File: src/rtl/spi_slave_sync.sv
// SPI slave running entirely in the clk domain: pins are synchronised and edge-detected.
// Optional SPI_SLAVE_LOOPBACK_EN: the underrun fill word is the last received word instead of zero.
module spi_slave_sync #(
  parameter int unsigned WIDTH       = 8,
  parameter int unsigned CPOL        = 0,
  parameter int unsigned CPHA        = 1,
  parameter int unsigned SYNC_STAGES = 2
) (
  input  logic             clk,
  input  logic             rst_n,
  input  logic             spi_clk,
  input  logic             spi_mosi,
  input  logic             spi_cs_n,
  output logic             spi_miso,
  output logic             spi_miso_oe,
  input  logic [WIDTH-1:0] tx_data,
  input  logic             tx_valid,
  output logic             tx_ready,
  output logic [WIDTH-1:0] rx_data,
  output logic             rx_valid,
  input  logic             rx_ready,
  output logic             rx_overrun,
  output logic             busy
);

  localparam int unsigned      CNT_W     = $clog2(WIDTH);
  localparam logic             SCLK_IDLE = 1'(CPOL);
  localparam logic [CNT_W-1:0] LAST_BIT  = CNT_W'(WIDTH - 1);

  typedef enum logic [1:0] {IDLE, LOAD, SHIFT} state_t;

  logic [SYNC_STAGES-1:0] sclk_sync, mosi_sync, cs_sync;
  logic                   sclk_prev, cs_prev;
  logic                   sclk_s, cs_s, mosi_s;
  logic                   rise_c, fall_c, lead_c, trail_c, sample_c, shift_c, cs_fall_c;
  logic                   sample_q, shift_q, mosi_q;

  state_t                 state, state_nxt;
  logic [WIDTH-1:0]       tx_buf, tx_buf_nxt;
  logic                   tx_ready_nxt;
  logic [WIDTH-1:0]       tx_sh, tx_sh_nxt;
  logic [WIDTH-2:0]       rx_sh, rx_sh_nxt;
  logic [CNT_W-1:0]       bit_cnt, bit_cnt_nxt;
  logic                   miso_nxt;
  logic [WIDTH-1:0]       rx_data_nxt;
  logic                   rx_valid_nxt, rx_overrun_nxt, busy_nxt;
  logic                   load;
  logic [WIDTH-1:0]       rx_word, fill_word;

  assign sclk_s = sclk_sync[SYNC_STAGES-1];
  assign cs_s   = cs_sync[SYNC_STAGES-1];
  assign mosi_s = mosi_sync[SYNC_STAGES-1];

  // Edge classification from the last two synchronised spi_clk samples
  assign rise_c    = sclk_s & ~sclk_prev;
  assign fall_c    = ~sclk_s & sclk_prev;
  assign lead_c    = (CPOL == 0) ? rise_c : fall_c;
  assign trail_c   = (CPOL == 0) ? fall_c : rise_c;
  assign sample_c  = (CPHA == 0) ? lead_c : trail_c;
  assign shift_c   = (CPHA == 0) ? trail_c : lead_c;
  assign cs_fall_c = cs_prev & ~cs_s;

  // Synchronisers reset to idle pin levels so no edge appears after reset release
  always_ff @(posedge clk or negedge rst_n) begin
    if (!rst_n) begin
      sclk_sync <= {SYNC_STAGES{SCLK_IDLE}};
      mosi_sync <= '0;
      cs_sync   <= '1;
      sclk_prev <= SCLK_IDLE;
      cs_prev   <= 1'b1;
      sample_q  <= 1'b0;
      shift_q   <= 1'b0;
      mosi_q    <= 1'b0;
    end else begin
      sclk_sync <= {sclk_sync[SYNC_STAGES-2:0], spi_clk};
      mosi_sync <= {mosi_sync[SYNC_STAGES-2:0], spi_mosi};
      cs_sync   <= {cs_sync[SYNC_STAGES-2:0], spi_cs_n};
      sclk_prev <= sclk_s;
      cs_prev   <= cs_s;
      sample_q  <= sample_c;
      shift_q   <= shift_c;
      mosi_q    <= mosi_s;
    end
  end

  always_ff @(posedge clk or negedge rst_n) begin
    if (!rst_n) begin
      state       <= IDLE;
      tx_buf      <= '0;
      tx_ready    <= 1'b1;
      tx_sh       <= '0;
      rx_sh       <= '0;
      bit_cnt     <= '0;
      spi_miso    <= 1'b0;
      spi_miso_oe <= 1'b0;
      rx_data     <= '0;
      rx_valid    <= 1'b0;
      rx_overrun  <= 1'b0;
      busy        <= 1'b0;
    end else begin
      state       <= state_nxt;
      tx_buf      <= tx_buf_nxt;
      tx_ready    <= tx_ready_nxt;
      tx_sh       <= tx_sh_nxt;
      rx_sh       <= rx_sh_nxt;
      bit_cnt     <= bit_cnt_nxt;
      spi_miso    <= miso_nxt;
      spi_miso_oe <= ~cs_s;
      rx_data     <= rx_data_nxt;
      rx_valid    <= rx_valid_nxt;
      rx_overrun  <= rx_overrun_nxt;
      busy        <= busy_nxt;
    end
  end

  always_comb begin
    state_nxt      = state;
    tx_buf_nxt     = tx_buf;
    tx_ready_nxt   = tx_ready;
    tx_sh_nxt      = tx_sh;
    rx_sh_nxt      = rx_sh;
    bit_cnt_nxt    = bit_cnt;
    miso_nxt       = spi_miso;
    rx_data_nxt    = rx_data;
    rx_valid_nxt   = rx_valid;
    rx_overrun_nxt = 1'b0;
    busy_nxt       = busy;
    load           = 1'b0;
    rx_word        = {rx_sh, mosi_q};
`ifdef SPI_SLAVE_LOOPBACK_EN
    // A reload at word completion echoes the word completing in this very cycle
    fill_word      = (state == SHIFT) ? rx_word : rx_data;
`else
    fill_word      = '0;
`endif

    if (tx_valid && tx_ready) begin
      tx_buf_nxt   = tx_data;
      tx_ready_nxt = 1'b0;
    end
    if (rx_valid && rx_ready) begin
      rx_valid_nxt = 1'b0;
    end

    if (cs_s) begin
      state_nxt   = IDLE;
      busy_nxt    = 1'b0;
      bit_cnt_nxt = '0;
    end else begin
      unique case (state)
        IDLE: begin
          if (cs_fall_c) state_nxt = LOAD;
        end
        LOAD: begin
          load      = 1'b1;
          busy_nxt  = 1'b1;
          state_nxt = SHIFT;
        end
        SHIFT: begin
          // A shift edge at bit count 0 belongs to a freshly loaded word and only holds the MSB
          if (shift_q && (bit_cnt != '0)) begin
            tx_sh_nxt = {tx_sh[WIDTH-2:0], 1'b0};
            miso_nxt  = tx_sh[WIDTH-2];
          end
          if (sample_q) begin
            rx_sh_nxt = rx_word[WIDTH-2:0];
            if (bit_cnt == LAST_BIT) begin
              bit_cnt_nxt    = '0;
              load           = 1'b1;
              rx_data_nxt    = rx_word;
              rx_valid_nxt   = 1'b1;
              rx_overrun_nxt = rx_valid && !rx_ready;
            end else begin
              bit_cnt_nxt = bit_cnt + CNT_W'(1);
            end
          end
        end
        default: state_nxt = IDLE;
      endcase
    end

    if (load) begin
      if (!tx_ready) begin
        tx_sh_nxt    = tx_buf;
        tx_ready_nxt = 1'b1;
      end else begin
        tx_sh_nxt = fill_word;
      end
      miso_nxt = tx_sh_nxt[WIDTH-1];
    end
  end

endmodule

File: config.mk
export PLATFORM = sky130hd
export DESIGN_NAME = spi_slave_sync
export DESIGN_NICKNAME = d
export VERILOG_FILES = /design/src/rtl/spi_slave_sync.sv
export SDC_FILE = /design/constraint.sdc
export NUM_CORES = 1
export LEC_CHECK = 0
export CORE_MARGIN = 5
export CORE_UTILIZATION = 55
export DETAILED_ROUTE_END_ITERATION = 7
export PLACE_DENSITY = 0.8
export SLEW_MARGIN = 10
export SYNTH_ARGS = -nofsm -noshare
export SYNTH_HDL_FRONTEND = slang
export SYNTH_SLANG_ARGS = --single-unit
File: constraint.sdc
create_clock -name clk -period 2.9 [get_ports clk]
set_input_delay 0.29 -clock clk [delete_from_list [all_inputs] [get_ports clk]]
set_output_delay 0.29 -clock clk [all_outputs]
set_load 0.1 [all_outputs]
==> metrics <==
first-pass GRT wire length=6.78 mm; CP peak stage delay=480 ps; Final setup viols=0; Die Area=5400 um^2; number of H-tree levels=2; Rel. slew slack=58.6%; Root Buffer=clkbuf_8; Fillers=284; failing checks=negative hold slack; slowest stage cell on the critical path=or2_1; Iteration-0 DRC Markers=63; endpoints failing hold=4; Sum Neg Setup Slack=0 ps; most common cell after layout, fill and taps aside=dfrtp_1; Antenna Nets Post-Route=0; kind of critical path=flop to flop; RD Place Congestion=0.802; Layout Skew=2.73 ps; routed len/inst=15.7 um; CP endpoint kind=flop; Routed WL=3.87 mm; mapped cell area=2220 um^2; most frequent cells in the layout=dfrtp_1 (48), mux2_2 (23), buf_4 (15), clkdlybuf4s50_1 (13), nor2b_1 (11); Vias/cell=5.52; Data arrival, critical path=2220 ps; worst slew pin tran=620 ps; Most common cell on crit path=a31oi_2; Total GRT Usage=16.6%; Max FO, Critical Path=12; TritonCTS buffer count=5; DRC Markers=0; Worst VDD drop=442 uV; Period minus WS final=2060 ps; Crit path buffers/inverters=1; DP Wirelength=2.73 mm; sequential share of the synthesized area=58.9%; min-delay worst type=input pin to async pin; placed cells=238; Reg2Reg Depth=5; I/O Pins=29; iteration count of the initial detailed-routing pass=4; core area=3940 um^2; reg2reg end=tx_sh[5]; Post-Syn Area per Cell=13.3 um^2; status=finished, violations left; Reg clk slew, reported paths=90 ps; later-pin clock latency in the skew report=300 ps; Post-Syn Nets=189; Overflow after GRT=0; Layout Cells excl Fill=246; antenna cells=0; Required @ worst endpoint=3060 ps; CTS tree=built; vias=1358; hold buffer count at CTS=0; Worst R2R Setup Slack=840 ps; worst hold slack=-12.2 ps; Buffers on Ports=28; die width=73.5 um; Synth area leaders=dfrtp_1 (54%), mux2_2 (12%), dfstp_2 (4.7%), a31oi_2 (4.5%), ha_1 (4.0%); flops & latches, synth=52; Post-CTS Resized=0; Post-Syn Instances=167; PwrDens=732 nW/um^2; Starting Density=56.2%; # Max-Cap Violations=0; leading area contributor after synthesis=dfrtp_1; Die H=73.5 um; Startpoint Class=flop; post-CTS setup buffers=0; worst flop-to-flop path startpoint=state[0]; unique cell type count in the Yosys netlist=27; clk buf depth=2; number of global-route vias before repair=1460; share of cells above drive strength 1=33.2%; Final Cycle Share=70.9%; critical path, cell by cell=inv_1 -> ha_1 -> a31oi_2 -> or2_1 -> a31oi_2; P&R area growth vs syn=15.7%; post-layout util=65.1%; Leak=0.00117 uW; FMAX=0.486 GHz; YS warnings=0; CP delay by family, top=compound AO/OA/AOI/OAI gates; final slew viol count=0; CTS sink cnt=52; Row Count=23; RSZ-0062 raised after global routing=false; largest net degree at the start of global routing=53; top-area cell type share of the netlist area=54.2%; initial antenna violation count=0; Net count, final=217
## layout make-up
type                            count  area [um^2]  share of cell area, %
Clock buffer                        6         82.6                   3.22
Clock inverter                      2         13.8                  0.536
Inverter                            5         18.8                  0.731
Multi-Input combinational cell    103          840                   32.7
Sequential cell                    52         1310                   50.9
Tap cell                           50         62.6                   2.44
Timing Repair Buffer               28          243                   9.46
## cell families after synthesis
logic type	Yosys count	synth area share, %
mux	25	13.1
flops	52	58.9
compound gates	23	8.24
simple gates	48	12.5
fa+ha+maj	7	3.95
buf+inv	12	3.22
## power breakdown
group	internal, uW	switching (uW)
sequential	869	82.6
clock	195	233
combinational	219	279
## cells in the mapped netlist
cell type  instances
dfrtp_1           48
mux2_2            23
nor2b_1           11
nand3_1           10
o21ai_0            9
a31oi_2            8
ha_1               7
nor3_1             7
inv_1              5
nand2_1            5
nor2_1             5
a21oi_1            4
dfstp_2            4
buf_2              3
buf_6              3
nand2b_1           3
or3b_2             2
and3b_2            1
clkbuf_1           1
mux2i_1            1
mux2i_4            1
nand2b_4           1
nand3b_1           1
nand4_2            1
o21ai_2            1
o221ai_1           1
or2_1              1
## worst max-delay path by stage
stage | start | to | depth (start not counted)
after global routing | state[0] | tx_sh[2] | 5
after floorplan | tx_ready | tx_buf[0] | 3
after detailed placement | state[0] | tx_sh[5] | 5
after global placement | state[0] | tx_sh[1] | 5
final | state[0] | tx_sh[5] | 5
after CTS | state[0] | tx_sh[5] | 5
## worst register-to-register path, cell delays in order (launching register included)
cell	delay (ps)
dfrtp_1	380
inv_1	90
ha_1	340
a31oi_2	460
or2_1	480
a31oi_2	160
## flip-flops by register name (all words and copies together) (netlist names), 2 cells and up
| signal | cells |
|---|---|
| state | 2 |
| rx_data | 8 |
| cs_sync | 2 |
| mosi_sync | 2 |
| rx_sh | 7 |
| bit_cnt | 3 |
| sclk_sync | 2 |
| tx_buf | 8 |
| tx_sh | 7 |
## routing by layer
layer,vias up,track usage [%],wire length [um]
met4,0,5.43,69
met2,28,27.9,2040
met5,-,0,0
li1,636,-,-
met1,686,20.7,1580
met3,8,4.38,186
## metrics by stage
stage	setup WS, ps	total power, uW	hold slack, ps	cell area (um^2)
after detailed placement	858	1460	340	2470
after floorplan	1140	1340	-5.59	2220
after global routing	654	1980	50.9	2570
after CTS	837	1900	221	2560
after global placement	987	1440	335	2470
final	844	1880	-12.2	2570
(Power assumes the default switching activity.)
